<file path="src/rtl/exit_status_reporter.sv">
// Latches a program's exit code on the first rising exit_valid_i edge and
// reports it on LEDs. A non-zero code is blinked MSB-first as long or short pulses.
module exit_status_reporter #(
  parameter int TICK_DIV  = 12500000,
  parameter int CODE_BITS = 8
) (
  input  logic        clk_i,
  input  logic        rst_ni,
  input  logic        exit_valid_i,
  input  logic [31:0] exit_value_i,
  input  logic        clear_i,
  output logic [31:0] exit_value_o,
  output logic        done_led_o,
  output logic        pass_led_o,
  output logic        fail_led_o,
  output logic        code_led_o
);

  localparam int CNT_W = $clog2(TICK_DIV);
  localparam int IDX_W = (CODE_BITS > 1) ? $clog2(CODE_BITS) : 1;
  localparam logic [CNT_W-1:0] TICK_LAST = CNT_W'(TICK_DIV - 1);
  localparam logic [IDX_W-1:0] IDX_TOP   = IDX_W'(CODE_BITS - 1);

  typedef enum logic [2:0] {
    S_IDLE, S_PASS, S_FAIL_ON, S_FAIL_OFF, S_FAIL_GAP
  } state_t;

  state_t           r_state, w_state_next;
  logic [CNT_W-1:0] r_cnt, w_cnt_next;
  logic [1:0]       r_ticks, w_ticks_next;
  logic [IDX_W-1:0] r_idx, w_idx_next;
  logic [31:0]      r_value, w_value_next;
  logic             r_valid, r_armed;
  logic             r_done, r_pass, r_fail, r_code;
  logic             w_capture, w_tick, w_hold_done;
  logic [1:0]       w_ticks_last;

  // r_armed blocks a level that was already high when reset released from counting as an edge
  assign w_capture   = exit_valid_i && !r_valid && r_armed && !clear_i;
  assign w_tick      = (r_cnt == TICK_LAST);
  assign w_hold_done = w_tick && (r_ticks == w_ticks_last);

  always_comb begin
    w_ticks_last = 2'd0;
    case (r_state)
      S_FAIL_ON:  w_ticks_last = r_value[r_idx] ? 2'd2 : 2'd0;
      S_FAIL_GAP: w_ticks_last = 2'd3;
      default:    w_ticks_last = 2'd0;
    endcase
  end

  always_comb begin
    w_state_next = r_state;
    w_cnt_next   = r_cnt;
    w_ticks_next = r_ticks;
    w_idx_next   = r_idx;
    w_value_next = r_value;
    if (clear_i) begin
      w_state_next = S_IDLE;
      w_cnt_next   = '0;
      w_ticks_next = '0;
      w_idx_next   = '0;
      w_value_next = '0;
    end else begin
      case (r_state)
        S_IDLE: begin
          if (w_capture) begin
            w_value_next = exit_value_i;
            w_cnt_next   = '0;
            w_ticks_next = '0;
            w_idx_next   = IDX_TOP;
            w_state_next = (exit_value_i == 32'd0) ? S_PASS : S_FAIL_ON;
          end
        end
        S_PASS: begin
        end
        default: begin
          w_cnt_next = w_tick ? '0 : r_cnt + 1'b1;
          if (w_tick) w_ticks_next = r_ticks + 2'd1;
          if (w_hold_done) begin
            w_ticks_next = '0;
            case (r_state)
              S_FAIL_ON: w_state_next = S_FAIL_OFF;
              S_FAIL_OFF: begin
                if (r_idx != '0) begin
                  w_idx_next   = r_idx - 1'b1;
                  w_state_next = S_FAIL_ON;
                end else begin
                  w_state_next = S_FAIL_GAP;
                end
              end
              default: begin
                w_idx_next   = IDX_TOP;
                w_state_next = S_FAIL_ON;
              end
            endcase
          end
        end
      endcase
    end
  end

  always_ff @(posedge clk_i) begin
    if (!rst_ni) begin
      r_state <= S_IDLE;
      r_cnt   <= '0;
      r_ticks <= '0;
      r_idx   <= '0;
      r_value <= '0;
      r_valid <= 1'b0;
      r_armed <= 1'b0;
      r_done  <= 1'b0;
      r_pass  <= 1'b0;
      r_fail  <= 1'b0;
      r_code  <= 1'b0;
    end else begin
      r_state <= w_state_next;
      r_cnt   <= w_cnt_next;
      r_ticks <= w_ticks_next;
      r_idx   <= w_idx_next;
      r_value <= w_value_next;
      r_valid <= exit_valid_i;
      r_armed <= r_armed | !exit_valid_i;
      // LEDs decoded from the next state so they toggle cleanly off flops
      r_done  <= (w_state_next != S_IDLE);
      r_pass  <= (w_state_next == S_PASS);
      r_fail  <= (w_state_next == S_FAIL_ON) || (w_state_next == S_FAIL_OFF) ||
                 (w_state_next == S_FAIL_GAP);
      r_code  <= (w_state_next == S_FAIL_ON);
    end
  end

  assign exit_value_o = r_value;
  assign done_led_o   = r_done;
  assign pass_led_o   = r_pass;
  assign fail_led_o   = r_fail;
  assign code_led_o   = r_code;

endmodule

</file>
<file path="config.mk">
export PLATFORM = sky130hd
export DESIGN_NAME = exit_status_reporter
export DESIGN_NICKNAME = d
export VERILOG_FILES = /design/src/rtl/exit_status_reporter.sv
export SDC_FILE = /design/constraint.sdc
export NUM_CORES = 1
export LEC_CHECK = 0
export ABC_AREA = 1
export BUFFER_PORTS_ARGS = -buffer_cell sky130_fd_sc_hd__buf_2
export CORE_MARGIN = 2
export CORE_UTILIZATION = 25
export CTS_CLUSTER_DIAMETER = 30
export CTS_CLUSTER_SIZE = 30
export DETAILED_ROUTE_END_ITERATION = 8
export GPL_TIMING_DRIVEN = 1
export PLACE_DENSITY_LB_ADDON = 0.3
export SYNTH_ARGS = -nofsm -noshare
export SYNTH_HDL_FRONTEND = slang
export SYNTH_SLANG_ARGS = --single-unit
</file>
<file path="constraint.sdc">
create_clock -name clk_i -period 1.7 [get_ports clk_i]
set_clock_uncertainty 0.15 [all_clocks]
set_input_delay 0 -clock clk_i [delete_from_list [all_inputs] [get_ports clk_i]]
set_output_delay 0 -clock clk_i [all_outputs]
set_load 0.01 [all_outputs]
</file>
==> metrics.cfg, run 1 <==
[final_layout]
seqCellArea_sq_um = 1440
multi_input_area_sq_um = 1990
drive_gt1_frac = 0.452
design_area_sq_um = 5530
diodes = 0
final_nets = 675
fill_cells = 1258
final_util = 0.437
syn_to_final_growth_pct = 69.7

[worst_setup_path]
arrival_ns = 2.00
critical_path_class = flop to flop
critical_path_required_ns = 1.83
crit_fanout = 3
end_kind = flop
cp-start-kind = flop

[grt]
gr-usage-all-layers = 0.148
grt_pass1_vias = 3680
grt_start_max_net_pins = 40
grt_pass1_wl_mm = 16.7
antenna_found_initial = 0
gr-total-overflow = 0

[drt]
drc = 0
finalWirelength_mm = 10.3
drt-pass1-iter-count = 4
wl_per_cell_um = 12.7
viasPerCell = 4.61
drt_iter0_drc = 123
vias = 3742
drtAntennaViolNets = 0

[yosys]
ys_types = 37
netlist_instances = 450
ys_ff_latch = 70
syn_nets = 489
ys_warn_count = 0
ys_seq_area_frac = 0.430
syn_area_per_cell_sq_um = 7.25
synthesis.area_sq_um = 3260

[pwr]
ir_worst_vdd_mv = 0.480
swShare = 0.225
p_seq_frac = 0.422
total_leakage_power_nw = 2.40
p_int_mw = 3.05
p_total_mw = 3.93
pwr_density_cell_nw_per_um2 = 711
p_comb_frac = 0.081
power.switching_mw = 0.886
power.share.clock = 0.497

[floorplan]
die_x_um = 118
die_h_um = 118
coreArea_sq_um = 12700
dieArea_sq_um = 14000
rows = 41
start_util = 0.257
ios = 72

[timing]
finalWorstSetupSlack_ns = -0.170
max_freq_mhz = 535
relSlewSlack = 0.672
rsz0062_at_grt = yes
period_share = 1.10
slew_viol_final = 0
hold_viol = 0
period_needed_ns = 1.87
holdWs_ns = 0.219
tightest_slew_ns = 0.492
finalSetupViolations = 33
setup_tns_ns = -2.28

[clock_network]
cts.path.max_buffers = 2
cts_root_buf = clkbuf_16
cts-buffers-inserted = 9
clkSlewWorstSetupHoldPaths_ns = 0.05
cts_num_sinks = 70
clk_latency_ns = 0.34
cts_tree = done
htree_levels = 3

[run]
cap_violations = 0

[outcome]
status = finished, violations left
violations = setup timing

[worst_hold_path]
hold_class = primary input to flop

[placed_design]
placed_cell_area_sq_um = 4310
dpl.hpwl_mm = 6.77
io_buffers = 71
gp_congestion = 0.855

cell families after synthesis:
logic type,count (synthesis),synth area share
compound gates,82,0.140
xor+xnor,5,0.0134
fa+ha+maj,3,0.0115
buf+inv,67,0.0806
flops,70,0.430
simple gates,223,0.325
per-layer routing:
metal / GRT usage / wire length, um / vias to the layer above
met2: 0.264 / 5320 / 109
met4: 0.0655 / 223 / 0
li1: - / - / 1862
met3: 0.0478 / 590 / 19
met5: 0 / 0 / -
met1: 0.158 / 4220 / 1752
path summary, 6_finish.rpt:
check | start | to | slack, ns | depth (start not counted)
setup reg to reg | r_cnt[10] | fail_led_o | -0.17 | 9
hold / removal | exit_value_i[0] | r_state[0] | 0.22 | 8
setup / recovery | r_cnt[10] | fail_led_o | -0.17 | 9
hold reg to reg | exit_value_o[1] | exit_value_o[1] | 0.33 | 2
layout by cell type (no fill, tap or decap), types with 2 or more instances in the layout:
master / netlist / layout
a211oi_2: 2 / 5
a21oi_1: 23 / 17
a21oi_2: 1 / 7
a221oi_2: 0 / 2
buf_2: 1 / 71
buf_4: 0 / 68
buf_6: 1 / 10
clkbuf_16: 0 / 9
clkbuf_8: 0 / 3
dfxtp_1: 70 / 54
dfxtp_2: 0 / 9
dfxtp_4: 0 / 7
dlygate4sd3_1: 0 / 36
ha_1: 3 / 2
inv_1: 42 / 40
inv_2: 12 / 13
nand2_1: 60 / 46
nand2_2: 7 / 16
nand2_4: 0 / 5
nand3_1: 22 / 13
nand3_2: 3 / 10
nand3_4: 0 / 2
nand4_1: 10 / 10
nor2_1: 83 / 71
nor2_2: 3 / 8
nor2_4: 1 / 8
nor3_1: 13 / 6
nor3_2: 7 / 6
nor3_4: 2 / 10
nor3b_2: 0 / 2
nor4_1: 8 / 8
o21ai_0: 43 / 36
o21ai_1: 4 / 4
o21ai_2: 0 / 7
xor2_1: 4 / 3
power groups by stage:
| stage | clock network (mW) | registers, mW | logic [mW] |
|---|---|---|---|
| finish | 1.96 | 1.66 | 0.318 |
| global route | 2.09 | 1.66 | 0.348 |
| CTS | 2.02 | 1.66 | 0.298 |
| detailed placement | 0 | 1.70 | 0.221 |
| global placement | 0 | 1.70 | 0.219 |
| floorplan | 0 | 1.71 | 0.0961 |
registers in the layout (all words and copies together) (netlist names):
register	count
done_led_o	1
r_state	3
code_led_o	1
pass_led_o	1
r_armed	1
r_idx	3
r_valid	1
r_ticks	2
exit_value_o	32
fail_led_o	1
r_cnt	24
worst max-delay path, cell delays in order, from the launching register on:
cell and delay, ns:
dfxtp_2 0.33, inv_2 0.04, nor3_4 0.23, nand2_2 0.10, buf_6 0.13, nor3_4 0.24, nand4_1 0.20, nand4_1 0.19
inv_1 0.07, a21oi_2 0.12
timing repair:
action / CTS / global route
resized for setup: 66 / 55
gates cloned: 1 / 0
pin swaps: 23 / 21
endpoints found under the hold margin: 40 / 0
buffers inserted: 3 / 12
endpoints found under the setup margin: 35 / 37
hold buffers: 36 / 0
cell type report:
class / instances / share of cell area
Tap cell: 172 / 0.0389
Clock buffer: 12 / 0.0482
Timing Repair inverter: 1 / 0.00158
Sequential cell: 70 / 0.260
Inverter: 55 / 0.0387
Timing Repair Buffer: 186 / 0.246
Clock inverter: 3 / 0.00769
Multi-Input combinational cell: 313 / 0.359
cell usage after synthesis, drive strengths merged:
cell     n  area (sq um)
nor2    87           342
nor3    22           168
clkbuf   9          33.8
a31oi    1          6.26
o21a     1          7.51
or2      1          6.26
dfxtp   70          1400
nor3b    2          15.0
nand3   25           140
a211oi   5          47.5
nand2   67           269
o31ai    1          7.51
xnor2    1          8.76
o211a    1          10.0
o21ai   47           235
nor4     8          50.1
ha       3          37.5
nand3b   1          7.51
inv     55           209
a21oi   24           124
a221oi   2          17.5
nand4   10          62.6
buf      3          20.0
xor2     4          35.0
through the flow:
stage / instances / setup slack, ns
6_report: 812 / -0.170
5_1_grt: 812 / -0.276
4_1_cts: 800 / -0.124
3_5_place_dp: 745 / -0.385
3_3_place_gp: 745 / -0.301
2_1_floorplan: 450 / -0.0104
Note: power is estimated with default switching activity, not from simulation.
==> run 2, diff against run 1 <==
--- a/config.mk
+++ b/config.mk
@@ -5,7 +5,6 @@
 export SDC_FILE = /design/constraint.sdc
 export NUM_CORES = 1
 export LEC_CHECK = 0
-export ABC_AREA = 1
 export BUFFER_PORTS_ARGS = -buffer_cell sky130_fd_sc_hd__buf_2
 export CORE_MARGIN = 2
 export CORE_UTILIZATION = 25
==> metrics.cfg, run 2 <==
[outcome]
status = finished, violations left
violations = setup timing

[worst_setup_path]
critical_path_required_ns = 1.81
cp-start-kind = flop
end_kind = flop
critical_path_class = flop to flop
arrival_ns = 2.46
crit_fanout = 3

[grt]
grt_pass1_vias = 3453
gr-total-overflow = 0
gr-usage-all-layers = 0.158
grt_start_max_net_pins = 33
antenna_found_initial = 0
grt_pass1_wl_mm = 16.5

[timing]
max_freq_mhz = 425
rsz0062_at_grt = yes
setup_tns_ns = -20.10
hold_viol = 0
slew_viol_final = 0
tightest_slew_ns = 0.393
relSlewSlack = 0.736
holdWs_ns = 0.254
period_needed_ns = 2.35
finalSetupViolations = 68
finalWorstSetupSlack_ns = -0.651
period_share = 1.38

[yosys]
syn_area_per_cell_sq_um = 8.18
synth_top_area_share = 0.453
ys_types = 49
synthesis.area_sq_um = 3090
ys_warn_count = 0
ys_ff_latch = 70
syn_nets = 417
synth_edf_count = 0
synth_top_flop_cell = dfxtp_1
synth_area_leaders = dfxtp_1, nand2_1, a21oi_1
ys_async_sr_fraction = 0
ys_seq_area_frac = 0.453
netlist_instances = 378
synth_common_cells = nand2_1, dfxtp_1, nor2_1
synth_most_common_cell = nand2_1
synth_top_cell_by_area = dfxtp_1

[placed_design]
placed_cell_area_sq_um = 4350
io_buffers = 71
gp_congestion = 0.817
dp.cells = 687
dpl.hpwl_mm = 6.55

[floorplan]
rows = 40
ios = 72
coreArea_sq_um = 12100
start_util = 0.256
die_h_um = 115
die_x_um = 115
dieArea_sq_um = 13300

[final_layout]
syn_to_final_growth_pct = 92.0
seqCellArea_sq_um = 1420
final_nets = 632
stdcell_count = 766
fill_cells = 1075
final_common_cell = buf_4
design_area_sq_um = 5930
diodes = 0
multi_input_area_sq_um = 2290
largest_reg_flops = 32
layout_common_cells = buf_4, buf_2, dfxtp_1
drive_gt1_frac = 0.554

[clock_network]
htree_levels = 3
cts_root_buf = clkbuf_16
cts_num_sinks = 70
cts-buffers-inserted = 9
cts.path.max_buffers = 2
cts_tree = done
clk_latency_ns = 0.33
clkSlewWorstSetupHoldPaths_ns = 0.05

[drt]
viasPerCell = 4.73
drtAntennaViolNets = 0
vias = 3623
finalWirelength_mm = 11.1
drt-pass1-iter-count = 4
drc = 0
wl_per_cell_um = 14.5
drt_iter0_drc = 175

[pwr]
ir_worst_vdd_mv = 0.488
total_leakage_power_nw = 2.56
pwr_density_cell_nw_per_um2 = 646

[worst_hold_path]
hold_class = primary input to flop

[run]
cap_violations = 0

==> run 2: cell types whose count changed in the layout (fill, tap and decap cells not counted), moves of 13 or more <==
cell / change
o21ai_0: -33
a21oi_2: +26
nand2_4: +25
buf_4: +22
inv_1: -33
nand2_2: -13
nor2_1: -45
==> run 2: path summary, 6_finish.rpt <==
| path | startpoint | slack (ns) | endpoint | depth (start not counted) |
|---|---|---|---|---|
| min | exit_valid_i | 0.25 | r_cnt[16] | 7 |
| max reg2reg | r_idx[0] | -0.65 | fail_led_o | 7 |
| min reg2reg | exit_value_o[12] | 0.31 | exit_value_o[12] | 2 |
| max | r_idx[0] | -0.65 | fail_led_o | 7 |
==> run 2: what timing repair did <==
action | in CTS | in global routing
hold buffers | 35 | 0
gates cloned | 4 | 0
setup endpoints to repair | 68 | 68
pin swaps | 36 | 79
hold endpoints to repair | 40 | 0
gates resized for setup | 73 | 108
buffers inserted | 17 | 14
==> run 2: layout make-up <==
| type | count | area share |
|---|---|---|
| multi-input cells | 286 | 0.385 |
| repair buffers | 218 | 0.287 |
| flip-flops and latches | 70 | 0.238 |
| clock buffers | 13 | 0.0455 |
| well taps | 168 | 0.0354 |
| inverters | 8 | 0.00506 |
| clock inverters | 3 | 0.00295 |
==> run 2: per-layer routing <==
layer,global-route usage,share of wire,routed length (um)
met2,0.264,0.52,5730
met4,0.0530,0.024,269
met3,0.0506,0.036,398
met1,0.193,0.42,4690
met5,0,0,0
==> run 2: logic make-up after synthesis <==
group,after synthesis,share of synthesized area
buffers and inverters,22,0.0279
AND/OR/NAND/NOR,197,0.307
adder cells (fa/ha/maj),3,0.0121
XOR/XNOR,20,0.0567
multiplexers,3,0.0138
flip-flops,70,0.453
AO/OA/AOI/OAI,63,0.129
==> run 2: critical path: stages (launching register included) <==
cell      delay, ns
dfxtp_2        0.34
mux4_2         0.49
nand2b_4       0.17
and2_4         0.16
o41ai_4        0.38
o311ai_2       0.18
a2111o_1       0.31
a21oi_1        0.12
==> run 2: power breakdown <==
part	internal [mW]	switching [mW]	leakage (nW)
Clock	1.10	0.687	0.142
Sequential	1.65	0.00737	0.570
Combinational	0.190	0.196	1.85
Total	2.94	0.890	2.56
==> run 2: stage by stage <==
| step | setup WS (ns) | total power [mW] | utilization |
|---|---|---|---|
| after detailed placement | -0.591 | 1.90 | 0.361 |
| after global placement | -0.558 | 1.90 | 0.361 |
| after global routing | -0.715 | 3.97 | 0.492 |
| final | -0.651 | 3.83 | 0.492 |
| after floorplan | -0.581 | 1.79 | - |
| after CTS | -0.594 | 3.84 | 0.455 |
